### config.mk
export PLATFORM = sky130hd
export DESIGN_NAME = fifo_sync_ext
export DESIGN_NICKNAME = d
export VERILOG_FILES = /design/src/rtl/fifo_pkg.sv /design/src/rtl/fifo_ram.sv /design/src/rtl/fifo_sync_ext.sv
export SDC_FILE = /design/constraint.sdc
export NUM_CORES = 1
export LEC_CHECK = 0
export CAP_MARGIN = 20
export CORE_MARGIN = 2
export CORE_UTILIZATION = 29
export DETAILED_ROUTE_END_ITERATION = 8
export PLACE_DENSITY_LB_ADDON = 0.05
export SLEW_MARGIN = 20
export SYNTH_ARGS = -nofsm -noshare
export SYNTH_HDL_FRONTEND = slang
export SYNTH_SLANG_ARGS = --single-unit
### constraint.sdc
create_clock -name clk -period 4.6 [get_ports clk]
set_input_delay 1.15 -clock clk [delete_from_list [all_inputs] [get_ports clk]]
set_output_delay 1.15 -clock clk [all_outputs]
set_load 0.03 [all_outputs]
### src/rtl/fifo_pkg.sv
// Shared definitions for the fifo_sync_ext family: count width helper,
// threshold legality check and the reset value of the read data.
package fifo_pkg;

    localparam int FIFO_RST_DOUT = 0;

    function automatic int fifo_count_width(input int addr_width);
        return addr_width + 1;
    endfunction

    function automatic bit fifo_thresh_legal(input int depth, input int af_thresh,
                                             input int ae_thresh);
        return (af_thresh >= 1) && (af_thresh <= depth) &&
               (ae_thresh >= 0) && (ae_thresh <= depth - 1);
    endfunction

    // Occupancy type for the default 16-deep geometry (0..DEPTH needs one extra bit).
    typedef logic [fifo_count_width(4)-1:0] fifo_count_t;

endpackage

### src/rtl/fifo_ram.sv
// Simple dual-port RAM: one write port, one registered read port (read-first
// on an address collision), no reset.
module fifo_ram #(
    parameter int DATA_WIDTH = 8,
    parameter int ADDR_WIDTH = 4
) (
    input  logic                  clk,
    input  logic                  i_wr_en,
    input  logic [ADDR_WIDTH-1:0] i_wr_addr,
    input  logic [DATA_WIDTH-1:0] i_wr_data,
    input  logic                  i_rd_en,
    input  logic [ADDR_WIDTH-1:0] i_rd_addr,
    output logic [DATA_WIDTH-1:0] o_rd_data
);

    logic [DATA_WIDTH-1:0] r_mem [2**ADDR_WIDTH];
    logic [DATA_WIDTH-1:0] r_rd_data;

    // NOTE: the array has no reset; a reset would stop it mapping onto block RAM.
    always_ff @(posedge clk) begin
        if (i_wr_en) r_mem[i_wr_addr] <= i_wr_data;
        if (i_rd_en) r_rd_data <= r_mem[i_rd_addr];
    end

    assign o_rd_data = r_rd_data;

endmodule

### src/rtl/fifo_sync_ext.sv
// Synchronous FIFO with occupancy count, almost flags and sticky error flags.
// Define FIFO_FWFT_EN for a first-word-fall-through output stage.
module fifo_sync_ext
    import fifo_pkg::*;
#(
    parameter int DATA_WIDTH = 8,
    parameter int ADDR_WIDTH = 4,
    parameter int AF_THRESH  = (1 << ADDR_WIDTH) - 2,
    parameter int AE_THRESH  = 2
) (
    input  logic                  clk,
    input  logic                  reset,
    input  logic                  wr_en,
    input  logic [DATA_WIDTH-1:0] din,
    input  logic                  rd_en,
    input  logic                  err_clr,
    output logic [DATA_WIDTH-1:0] dout,
    output logic                  valid,
    output logic                  full,
    output logic                  empty,
    output logic                  almost_full,
    output logic                  almost_empty,
    output logic [ADDR_WIDTH:0]   count,
    output logic                  overflow,
    output logic                  underflow
);

    localparam int DEPTH = 1 << ADDR_WIDTH;
    localparam int CW    = fifo_count_width(ADDR_WIDTH);
    localparam logic [CW-1:0] C_DEPTH = CW'(DEPTH);
    localparam logic [CW-1:0] C_AF    = CW'(AF_THRESH);
    localparam logic [CW-1:0] C_AE    = CW'(AE_THRESH);

    if (!fifo_thresh_legal(DEPTH, AF_THRESH, AE_THRESH)) begin : g_bad_thresh
        $error("fifo_sync_ext: AF_THRESH or AE_THRESH outside legal range");
    end

    logic [ADDR_WIDTH-1:0] r_wr_ptr, r_rd_ptr;
    logic [CW-1:0]         r_count;
    logic                  r_full, r_empty, r_af, r_ae, r_ovf, r_udf, r_dout_live;
    logic                  w_rd_acc, w_wr_acc, w_ram_rd, w_empty_next;
    logic [CW-1:0]         w_count_next;
    logic [DATA_WIDTH-1:0] w_ram_q;

    assign w_rd_acc     = rd_en & ~r_empty;
    assign w_wr_acc     = wr_en & (~r_full | w_rd_acc);
    assign w_count_next = r_count + CW'(w_wr_acc) - CW'(w_rd_acc);

`ifdef FIFO_FWFT_EN
    // The RAM read register is the output stage; r_empty tracks whether it holds a word.
    logic [CW-1:0] w_mem_count;
    assign w_mem_count  = r_count - CW'(~r_empty);
    assign w_ram_rd     = (w_mem_count != '0) & (r_empty | w_rd_acc);
    assign w_empty_next = ~(w_ram_rd | (~r_empty & ~w_rd_acc));
    assign valid        = ~r_empty;
`else
    logic r_valid;
    assign w_ram_rd     = w_rd_acc;
    assign w_empty_next = (w_count_next == '0);
    assign valid        = r_valid;

    always_ff @(posedge clk) begin
        if (reset) r_valid <= 1'b0;
        else       r_valid <= w_rd_acc;
    end
`endif

    fifo_ram #(
        .DATA_WIDTH(DATA_WIDTH),
        .ADDR_WIDTH(ADDR_WIDTH)
    ) u_ram (
        .clk      (clk),
        .i_wr_en  (w_wr_acc),
        .i_wr_addr(r_wr_ptr),
        .i_wr_data(din),
        .i_rd_en  (w_ram_rd),
        .i_rd_addr(r_rd_ptr),
        .o_rd_data(w_ram_q)
    );

    // NOTE: non-blocking assignments so every register samples pre-edge values.
    always_ff @(posedge clk) begin
        if (reset) begin
            r_wr_ptr    <= '0;
            r_rd_ptr    <= '0;
            r_count     <= '0;
            r_full      <= 1'b0;
            r_empty     <= 1'b1;
            r_af        <= 1'b0;
            r_ae        <= 1'b1;
            r_ovf       <= 1'b0;
            r_udf       <= 1'b0;
            r_dout_live <= 1'b0;
        end else begin
            if (w_wr_acc) r_wr_ptr <= r_wr_ptr + ADDR_WIDTH'(1);
            if (w_ram_rd) r_rd_ptr <= r_rd_ptr + ADDR_WIDTH'(1);
            r_count     <= w_count_next;
            r_full      <= (w_count_next == C_DEPTH);
            r_empty     <= w_empty_next;
            r_af        <= (w_count_next >= C_AF);
            r_ae        <= (w_count_next <= C_AE);
            r_ovf       <= (wr_en & ~w_wr_acc) | (r_ovf & ~err_clr);
            r_udf       <= (rd_en & ~w_rd_acc) | (r_udf & ~err_clr);
            r_dout_live <= r_dout_live | w_ram_rd;
        end
    end

    // RAM output is unreset, so dout shows the reset constant until the first read.
    assign dout         = r_dout_live ? w_ram_q : DATA_WIDTH'(FIFO_RST_DOUT);
    assign full         = r_full;
    assign empty        = r_empty;
    assign almost_full  = r_af;
    assign almost_empty = r_ae;
    assign count        = r_count;
    assign overflow     = r_ovf;
    assign underflow    = r_udf;

endmodule
# Word-level counts from Yosys, hierarchy flattened
# Memory sizes are Yosys's and may differ from the RTL's. A register that Yosys moved wholly into a read port is not among the register bits.
# Cells that the tools add are included.
# word_totals
regBits	21
mem_bits_rw	128
input_bits	13
output_inout_bits	20
wordCells	38
memories	1
# op_classes
addsub	4
order_cmp	2
n_eq_ne	1
mux	3
bitwise_logic	15
reduce_logical	1
# memory_table
memory	words	width	read_ports	rd_ports_with_merged_regs	wr	line	text
u_ram.r_mem	16	8	1	1	1	fifo_ram.sv:16	logic [DATA_WIDTH-1:0] r_mem [2**ADDR_WIDTH];
# op_table
cell	count
4-bit by 1-bit adder with 4-bit output (second input constant)	2
8-bit two-way mux	1
1-bit AND	6
5-bit by 1-bit adder with 5-bit output	1
5-bit equality test (second input constant)	1
5-bit by 4-bit >= comparator with 1-bit output (second input constant)	1
5-bit by 2-bit less-or-equal comparator with 1-bit output (second input constant)	1
5-bit zero test	1
1-bit inverter	5
5-bit by 1-bit subtractor with 5-bit output	1
1-bit bitwise OR	4
1-bit two-way mux	2

# Depth between registers and ports, before layout
# Gate-level depths: netlist of the first run.
# logic_depth
word_depth	7
mapped_depth	11
mapped_depth_nobuf	11

# By module
# A second synthesis of the first run with hierarchy kept.
# hier_totals
hier_cells	331
area_unflattened_um2	6202.2
# modules_own_cells
module	instances	cells_each	area_each_um2	seq_area_each_um2
fifo_ram	1	229	5227.5	4083.9
fifo_sync_ext	1	102	974.7	420.4

# Least setup slack after synthesis of the first run
# Ideal clock, no wire load.
# synth_timing
path_kind	input to register
startpoint	in rd_en
endpoint	reg r_full (netlist: full)
setup_time_ns	0.117
t_arrival_ns	3.453
required_ns	4.483
path_slack_ns	1.029
cell_stages	10
n_path_buf	0
path_cell_list	nand2b_1 -> clkinv_1 -> ha_1 -> inv_1 -> ha_1 -> fa_1 -> a21o_1 -> a21oi_1 -> xnor2_1 -> and4bb_2
# synth_between
elab_chain_len	6
# synth_rtl
element	line	text
start: declaration	fifo_sync_ext.sv:15	input logic rd_en,
1-bit AND (*)	fifo_sync_ext.sv:45	assign w_rd_acc = rd_en & ~r_empty;
via u_ram.i_rd_en	fifo_ram.sv:11	input logic i_rd_en,
1-bit bitwise OR	fifo_sync_ext.sv:46	assign w_wr_acc = wr_en & (~r_full | w_rd_acc);
1-bit AND	fifo_sync_ext.sv:46	
5-bit by 1-bit adder with 5-bit output	fifo_sync_ext.sv:47	assign w_count_next = r_count + CW'(w_wr_acc) - CW'(w_rd_acc);
5-bit by 1-bit subtractor with 5-bit output (*)	fifo_sync_ext.sv:47	
5-bit equality test (*)	fifo_sync_ext.sv:98	r_full <= (w_count_next == C_DEPTH);
end signal: assignment	fifo_sync_ext.sv:98	
end: declaration	fifo_sync_ext.sv:40	logic r_full, r_empty, r_af, r_ae, r_ovf, r_udf, r_dout_live;
# The timed path passes the listed nets; every way through them passes the cells marked *.
# A chain may end at the register's enable or synchronous reset.

# Worst setup path in the final report of the first run
# layout_timing
startpoint	in rd_en
endpoint	reg r_full (netlist: full)
# layout_between
elab_chain_len	6
# layout_rtl
element	line
1-bit AND (*)	fifo_sync_ext.sv:45
1-bit bitwise OR	fifo_sync_ext.sv:46
1-bit AND	fifo_sync_ext.sv:46
5-bit by 1-bit adder with 5-bit output	fifo_sync_ext.sv:47
5-bit by 1-bit subtractor with 5-bit output (*)	fifo_sync_ext.sv:47
5-bit equality test (*)	fifo_sync_ext.sv:98
# Mark *: on every way between the ends. The rest lies on a longest branch, timed or not.

==> results.json, run 1 <==
{
  "outcome": "finished, final reports clean",
  "grt_max_degree": 27,
  "drv_cap": 0,
  "syn2layout_area_growth_pct": 20.3,
  "ys_ff_latch": 157,
  "n_antenna_cell": 0,
  "rr_worst_depth": 11,
  "finalClockSkew_ns": 0.00685,
  "drive_gt1_share_pct": 17.2,
  "htreeDepth": 4,
  "finalSetupViolCount": 0,
  "vias": 3131,
  "peakVddDrop_v": 0.000234,
  "holdCritStartpoint": "overflow",
  "syn_area_per_cell_sq_um": 18.5,
  "hp-class": "register to register",
  "numCtsBuffers": 17,
  "gp_congestion": 0.737,
  "synth_area_sq_um": 6250,
  "num-fill-cells": 2004,
  "yosys_warnings": 0,
  "worst-path-max-fanout": 6,
  "rsz0062_at_grt": "no",
  "worstSetupPathType": "input port to register",
  "dieWidth_um": 151,
  "die_h_um": 151,
  "dieArea_sq_um": 22800,
  "crit_arrival_ns": 4.00,
  "first_pass_iters": 4,
  "r2r-start": "empty",
  "worstPathCellList": "clkdlybuf4s50_1 -> nand2b_1 -> a21boi_2 -> inv_1 -> ha_1 -> inv_1 -> ha_1 -> fa_1 -> a21o_1 -> a21oi_1 -> xnor2_1 -> and4bb_2",
  "tns_ns": 0,
  "cts_resized": 0,
  "io_buffers": 32,
  "synth_nets": 362,
  "grt_pass1_wl_um": 21000,
  "drt_iter0_markers": 145,
  "end_kind": "register",
  "clock-root-buffer": "clkbuf_16",
  "final_area_sq_um": 7520,
  "worstPathRequired_ns": 4.90,
  "hold_viol": 0,
  "dpl_cell_area_sq_um": 6970,
  "critical_path.slowest_cell": "clkdlybuf4s50_1",
  "clk_pin_slew_ns": 0.06,
  "post-cts-setup-buffers": 0,
  "grt_remaining_overflow": 0,
  "r2r_end": "full",
  "p_per_area_nw_per_um2": 507,
  "slew_headroom_pct": 44.1,
  "grtUsageTotal_pct": 13.2,
  "io_pins": 33,
  "max_freq_ghz": 0.271,
  "wl_per_cell_um": 20.4,
  "antenna_found_initial": 0,
  "via_per_inst": 4.58,
  "fin_crit_sh_pct": 80.3,
  "crit_family": "adder cells",
  "design.core.area_sq_um": 21100,
  "std_cell_rows": 53,
  "drtAntennaViolNets": 0,
  "critPathLaunch": "rd_en",
  "cp-start-kind": "input port",
  "hold_buffers": 0,
  "drv_slew": 0,
  "syn_inst": 338,
  "path_buf_inv": 3,
  "final_core_util_pct": 35.7,
  "max_stage_delay_ns": 0.48,
  "cts_buffer_depth": 2,
  "fin_crit_ns": 3.69,
  "tightest_slew_ns": 0.837,
  "whs_ns": 0.499,
  "synth_cell_types": 40,
  "reg2reg_setup_slack_ns": 1.71,
  "clock_latency_ns": 0.41,
  "layout.nets": 420,
  "dpl.hpwl_um": 9240,
  "detail_route.wirelength_um": 14000,
  "start_util_pct": 29.7,
  "yosysSeqAreaShare_pct": 72.0,
  "whs_path_depth": 2,
  "drc_errors": 0,
  "leakagePower_uw": 0.00250,
  "cts.sink_count": 157,
  "grt_pass1_vias": 3312,
  "cts_tree": "done",
  "whs_endpoint": "overflow"
}
==> per-layer routing <==
layer	routed length, um	track usage, %
met5	0	0
met4	263	5.51
met3	262	2.89
met2	6580	20.4
met1	6850	18.0
==> layout make-up <==
cell class	instances	area, sq um	share of cell area [%]
clock buffer	19	433	5.76
clock inverter	12	124	1.65
inverter	12	45.0	0.599
multi-input combinational	154	1590	21.1
sequential	157	4510	59.9
tap	275	344	4.57
timing repair buffer	54	485	6.45
==> cell families after synthesis <==
family	after synthesis	share of synthesized area [%]
buffers and inverters	27	2.64
xor gates and xnor gates	10	1.40
muxes	33	12.6
and+or+nand+nor	71	5.40
DFF	157	72.0
adders and majority gates	11	2.32
AOI/OAI and AO/OA	29	3.58
==> through the flow <==
stage | cells | power (uW) | setup WS, ns
2_1_floorplan | 338 | 2260 | 1.03
3_3_place_gp | 652 | 2540 | 0.518
3_5_place_dp | 652 | 2520 | 0.459
4_1_cts | 683 | 3860 | 0.907
5_1_grt | 683 | 3990 | 0.657
6_report | 683 | 3810 | 0.905
==> worst max-delay path by stage <==
stage	end	slack [ns]	cells after the start
3_5_place_dp	full	0.46	12
4_1_cts	full	0.91	12
2_1_floorplan	full	1.03	10
6_report	full	0.91	12
5_1_grt	full	0.66	12
3_3_place_gp	full	0.52	12
==> Yosys cell counts, drive strengths merged <==
master           n  share of area (%)
mux2i            1               0.16
a22oi           17                2.0
and4bb           1               0.20
o211ai           2               0.32
a21oi            3               0.24
and2             9               0.90
mux4            32                 12
a32oi            1               0.14
nand2           17                1.0
a21o             2               0.24
or4b             1               0.16
nand4            1               0.10
nor2b            3               0.30
nor2            29                1.7
nor3             4               0.32
a31oi            1               0.10
fa               1               0.32
a41o             2               0.32
a21boi           1               0.18
clkbuf           3               0.18
edfxtp         136                 65
nand4b           1               0.14
dlygate4sd2      1               0.14
and2b            1               0.12
xor2             6               0.84
buf              9                1.3
ha              10                2.0
inv             11               0.66
clkinv           1              0.060
clkdlybuf4s25    2               0.32
xnor2            4               0.56
dfxtp           21                6.7
and3             1               0.10
nand2b           3               0.30
==> worst register-to-register path, cell delays in order, from the launching register on <==
cell and delay [ns]:
dfxtp_1 0.33, nand2b_1 0.24, a21boi_2 0.34, inv_1 0.08, ha_1 0.27, inv_1 0.04
ha_1 0.20, fa_1 0.40, a21o_1 0.17, a21oi_1 0.17, xnor2_1 0.24, and4bb_2 0.29
==> power breakdown <==
part | internal [uW] | switching [uW] | total (uW)
Sequential | 1660 | 59.3 | 1710
Clock | 789 | 541 | 1330
Combinational | 347 | 420 | 767
==> cells in the final DEF, fill, tap and decap left out, drive strengths merged <==
cell | Yosys | layout
edfxtp | 136 | 136
a21boi | 1 | 1
buf | 9 | 22
nand4 | 1 | 1
nand2 | 17 | 17
nor3 | 4 | 4
clkdlybuf4s50 | 0 | 32
nand4b | 1 | 1
xor2 | 6 | 6
nand2b | 3 | 3
clkbuf | 3 | 19
and2b | 1 | 1
mux4 | 32 | 32
a21oi | 3 | 3
mux2i | 1 | 1
or4b | 1 | 1
a41o | 2 | 2
clkinvlp | 0 | 6
a32oi | 1 | 1
a21o | 2 | 2
inv | 11 | 11
fa | 1 | 1
clkinv | 1 | 5
dfxtp | 21 | 21
ha | 10 | 10
and3 | 1 | 1
and2 | 9 | 9
xnor2 | 4 | 4
a31oi | 1 | 1
and4bb | 1 | 1
a22oi | 17 | 17
nor2b | 3 | 3
o211ai | 2 | 2
nor2 | 29 | 29
bufinv | 0 | 2
==> state kept, by name, indices dropped and copies added, names as in the netlist <==
name / count
overflow: 1
r_wr_ptr: 4
full: 1
u_ram.r_mem: 128
valid: 1
almost_empty: 1
empty: 1
almost_full: 1
count: 5
r_dout_live: 1
r_rd_ptr: 4
underflow: 1
u_ram.o_rd_data: 8
Power figures use the tool's default switching activity.
==> run 2: changes to the inputs <==
clock period = 3.66 ns   (was 4.6 ns; I/O delays follow)
==> run 2 against run 1 <==
- sequential share of layout area fell by 1.2 points
- die area did not move
- total power rose by 32%
- clock-buffer cell count did not move
- largest power group unchanged
- critical endpoint unchanged
- routed wire length fell by 2.9%
==> results.json, run 2 (synthesized netlist as in run 1, its figures left out) <==
{
  "tightest_slew_ns": 0.837,
  "grt_pass1_vias": 3404,
  "path_buf_inv": 3,
  "peakVddDrop_v": 0.000299,
  "dieWidth_um": 151,
  "p_clk_share_pct": 37.3,
  "clock-root-buffer": "clkbuf_16",
  "finalSetupViolCount": 0,
  "p_per_area_nw_per_um2": 657,
  "drt_iter0_markers": 158,
  "r2r-start": "empty",
  "drv_slew": 0,
  "via_per_inst": 4.48,
  "dp.cells": 663,
  "gp_congestion": 0.690,
  "n_antenna_cell": 0,
  "layout.nets": 431,
  "syn2layout_area_growth_pct": 22.7,
  "switching_share_pct": 25.6,
  "max_stage_delay_ns": 0.48,
  "multi_input_area_sq_um": 1590,
  "rr_worst_depth": 11,
  "outcome": "finished, final reports clean",
  "max_freq_ghz": 0.309,
  "critical_path.slowest_cell": "clkdlybuf4s50_1",
  "reg2reg_setup_slack_ns": 0.97,
  "start_util_pct": 29.7,
  "internal_power_uw": 3750,
  "final_core_util_pct": 36.4,
  "dpl.hpwl_um": 9160,
  "max_flop_register": "u_ram.r_mem",
  "whs_path_depth": 2,
  "cts.sink_count": 157,
  "grtUsageTotal_pct": 13.0,
  "drv_cap": 0,
  "wl_per_cell_um": 19.5,
  "final_cell_mix": "136 x edfxtp_1, 33 x buf_4, 32 x clkdlybuf4s50_1, 29 x nor2_1, 20 x dfxtp_1",
  "cts_buffer_depth": 2,
  "dieArea_sq_um": 22800,
  "leakagePower_uw": 0.00260,
  "clock_latency_ns": 0.42,
  "numCtsBuffers": 17,
  "hp-class": "register to register",
  "p_sw_uw": 1290,
  "whs_endpoint": "underflow",
  "clk_pin_slew_ns": 0.06,
  "crit_family": "adder cells",
  "drc_errors": 0,
  "slew_headroom_pct": 44.0,
  "antenna_found_initial": 0,
  "worstPathRequired_ns": 3.97,
  "htreeDepth": 4,
  "r2r_end": "full",
  "hold_viol": 0,
  "hold_buffers": 0,
  "regArea_sq_um": 4510,
  "cts_tree": "done",
  "detail_route.wirelength_um": 13600,
  "largest_reg_flops": 128,
  "rsz0062_at_grt": "no",
  "worst-path-max-fanout": 5,
  "io_buffers": 32,
  "worstSetupPathType": "input port to register",
  "finalClockSkew_ns": 0.00706,
  "drtAntennaViolNets": 0,
  "std_cell_rows": 53,
  "grt_pass1_wl_um": 20700,
  "num-fill-cells": 1997,
  "setup_slack_ns": 0.420,
  "mostFrequentLayoutCell": "edfxtp_1",
  "grt_max_degree": 36,
  "end_kind": "register",
  "drive_gt1_share_pct": 19.3,
  "grt_remaining_overflow": 0,
  "place_ws_ns": -0.0161,
  "combinationalPowerShare_pct": 19.6,
  "vias": 3107,
  "design.core.area_sq_um": 21100,
  "cts_resized": 0,
  "first_pass_iters": 4,
  "fin_crit_sh_pct": 88.5,
  "die_h_um": 151,
  "fin_crit_ns": 3.24,
  "worstPathCellList": "clkdlybuf4s50_1 -> nand2b_1 -> a21boi_2 -> inv_1 -> ha_1 -> inv_1 -> ha_1 -> fa_1 -> a21o_1 -> a21oi_1 -> xnor2_1 -> and4bb_2",
  "crit_arrival_ns": 3.55,
  "io_pins": 33,
  "seq_power_share_pct": 43.1,
  "post-cts-setup-buffers": 0,
  "cp-start-kind": "input port",
  "holdCritStartpoint": "underflow",
  "final_cells": 694
}
-- run 2: cell types whose count changed in the layout (fill, tap and decap cells not counted), sizes merged --
cell      delta
clkinvlp     -3
bufinv       +3
buf         +11
-- run 2: power groups by stage --
stage | clock network (uW) | registers [uW] | logic, uW
floorplan | 0 | 2250 | 590
global placement | 0 | 2220 | 1000
detailed placement | 0 | 2220 | 1000
CTS | 1920 | 2180 | 1010
global route | 2010 | 2200 | 1080
finish | 1880 | 2180 | 987
-- run 2: stage by stage --
stage	hold slack (ns)	setup TNS (ns)	area, sq um	total power (uW)
finish	0.497	0	7680	5040
CTS	0.506	0	7680	5110
floorplan	0.512	0	6250	2840
global placement	0.484	0	7050	3220
detailed placement	0.488	-0.0161	7050	3220
global route	0.558	0	7680	5290
-- run 2: routing by layer --
metal  part of all wire (%)  up-vias  track usage, %
li1                       -     1470               -
met1                     49     1584            17.3
met2                     48       40            21.0
met4                    1.3        0            4.91
met3                    2.0       13            2.71
met5                      0        -               0
-- run 2: worst max-delay path by stage --
stage | from | to | cells after the start
2_1_floorplan | rd_en | full | 10
3_3_place_gp | rd_en | full | 12
3_5_place_dp | rd_en | full | 12
4_1_cts | rd_en | full | 12
5_1_grt | rd_en | full | 12
6_report | rd_en | full | 12
-- run 2: worst register-to-register path: cells and delay by family (launching register included) --
| family | cells | cell delay, ns |
|---|---|---|
| AOI/OAI and AO/OA | 3 | 0.53 |
| xor gates and xnor gates | 1 | 0.24 |
| adders and majority gates | 3 | 0.88 |
| buffers and inverters | 2 | 0.10 |
| DFF | 1 | 0.34 |
| and+or+nand+nor | 2 | 0.51 |
-- run 2: cell type report --
class,count,area share (%)
tap,275,4.48
clock buffer,19,5.64
clock inverter,12,2.54
multi-input combinational,154,20.7
timing repair buffer,65,7.40
sequential,157,58.7
inverter,12,0.587
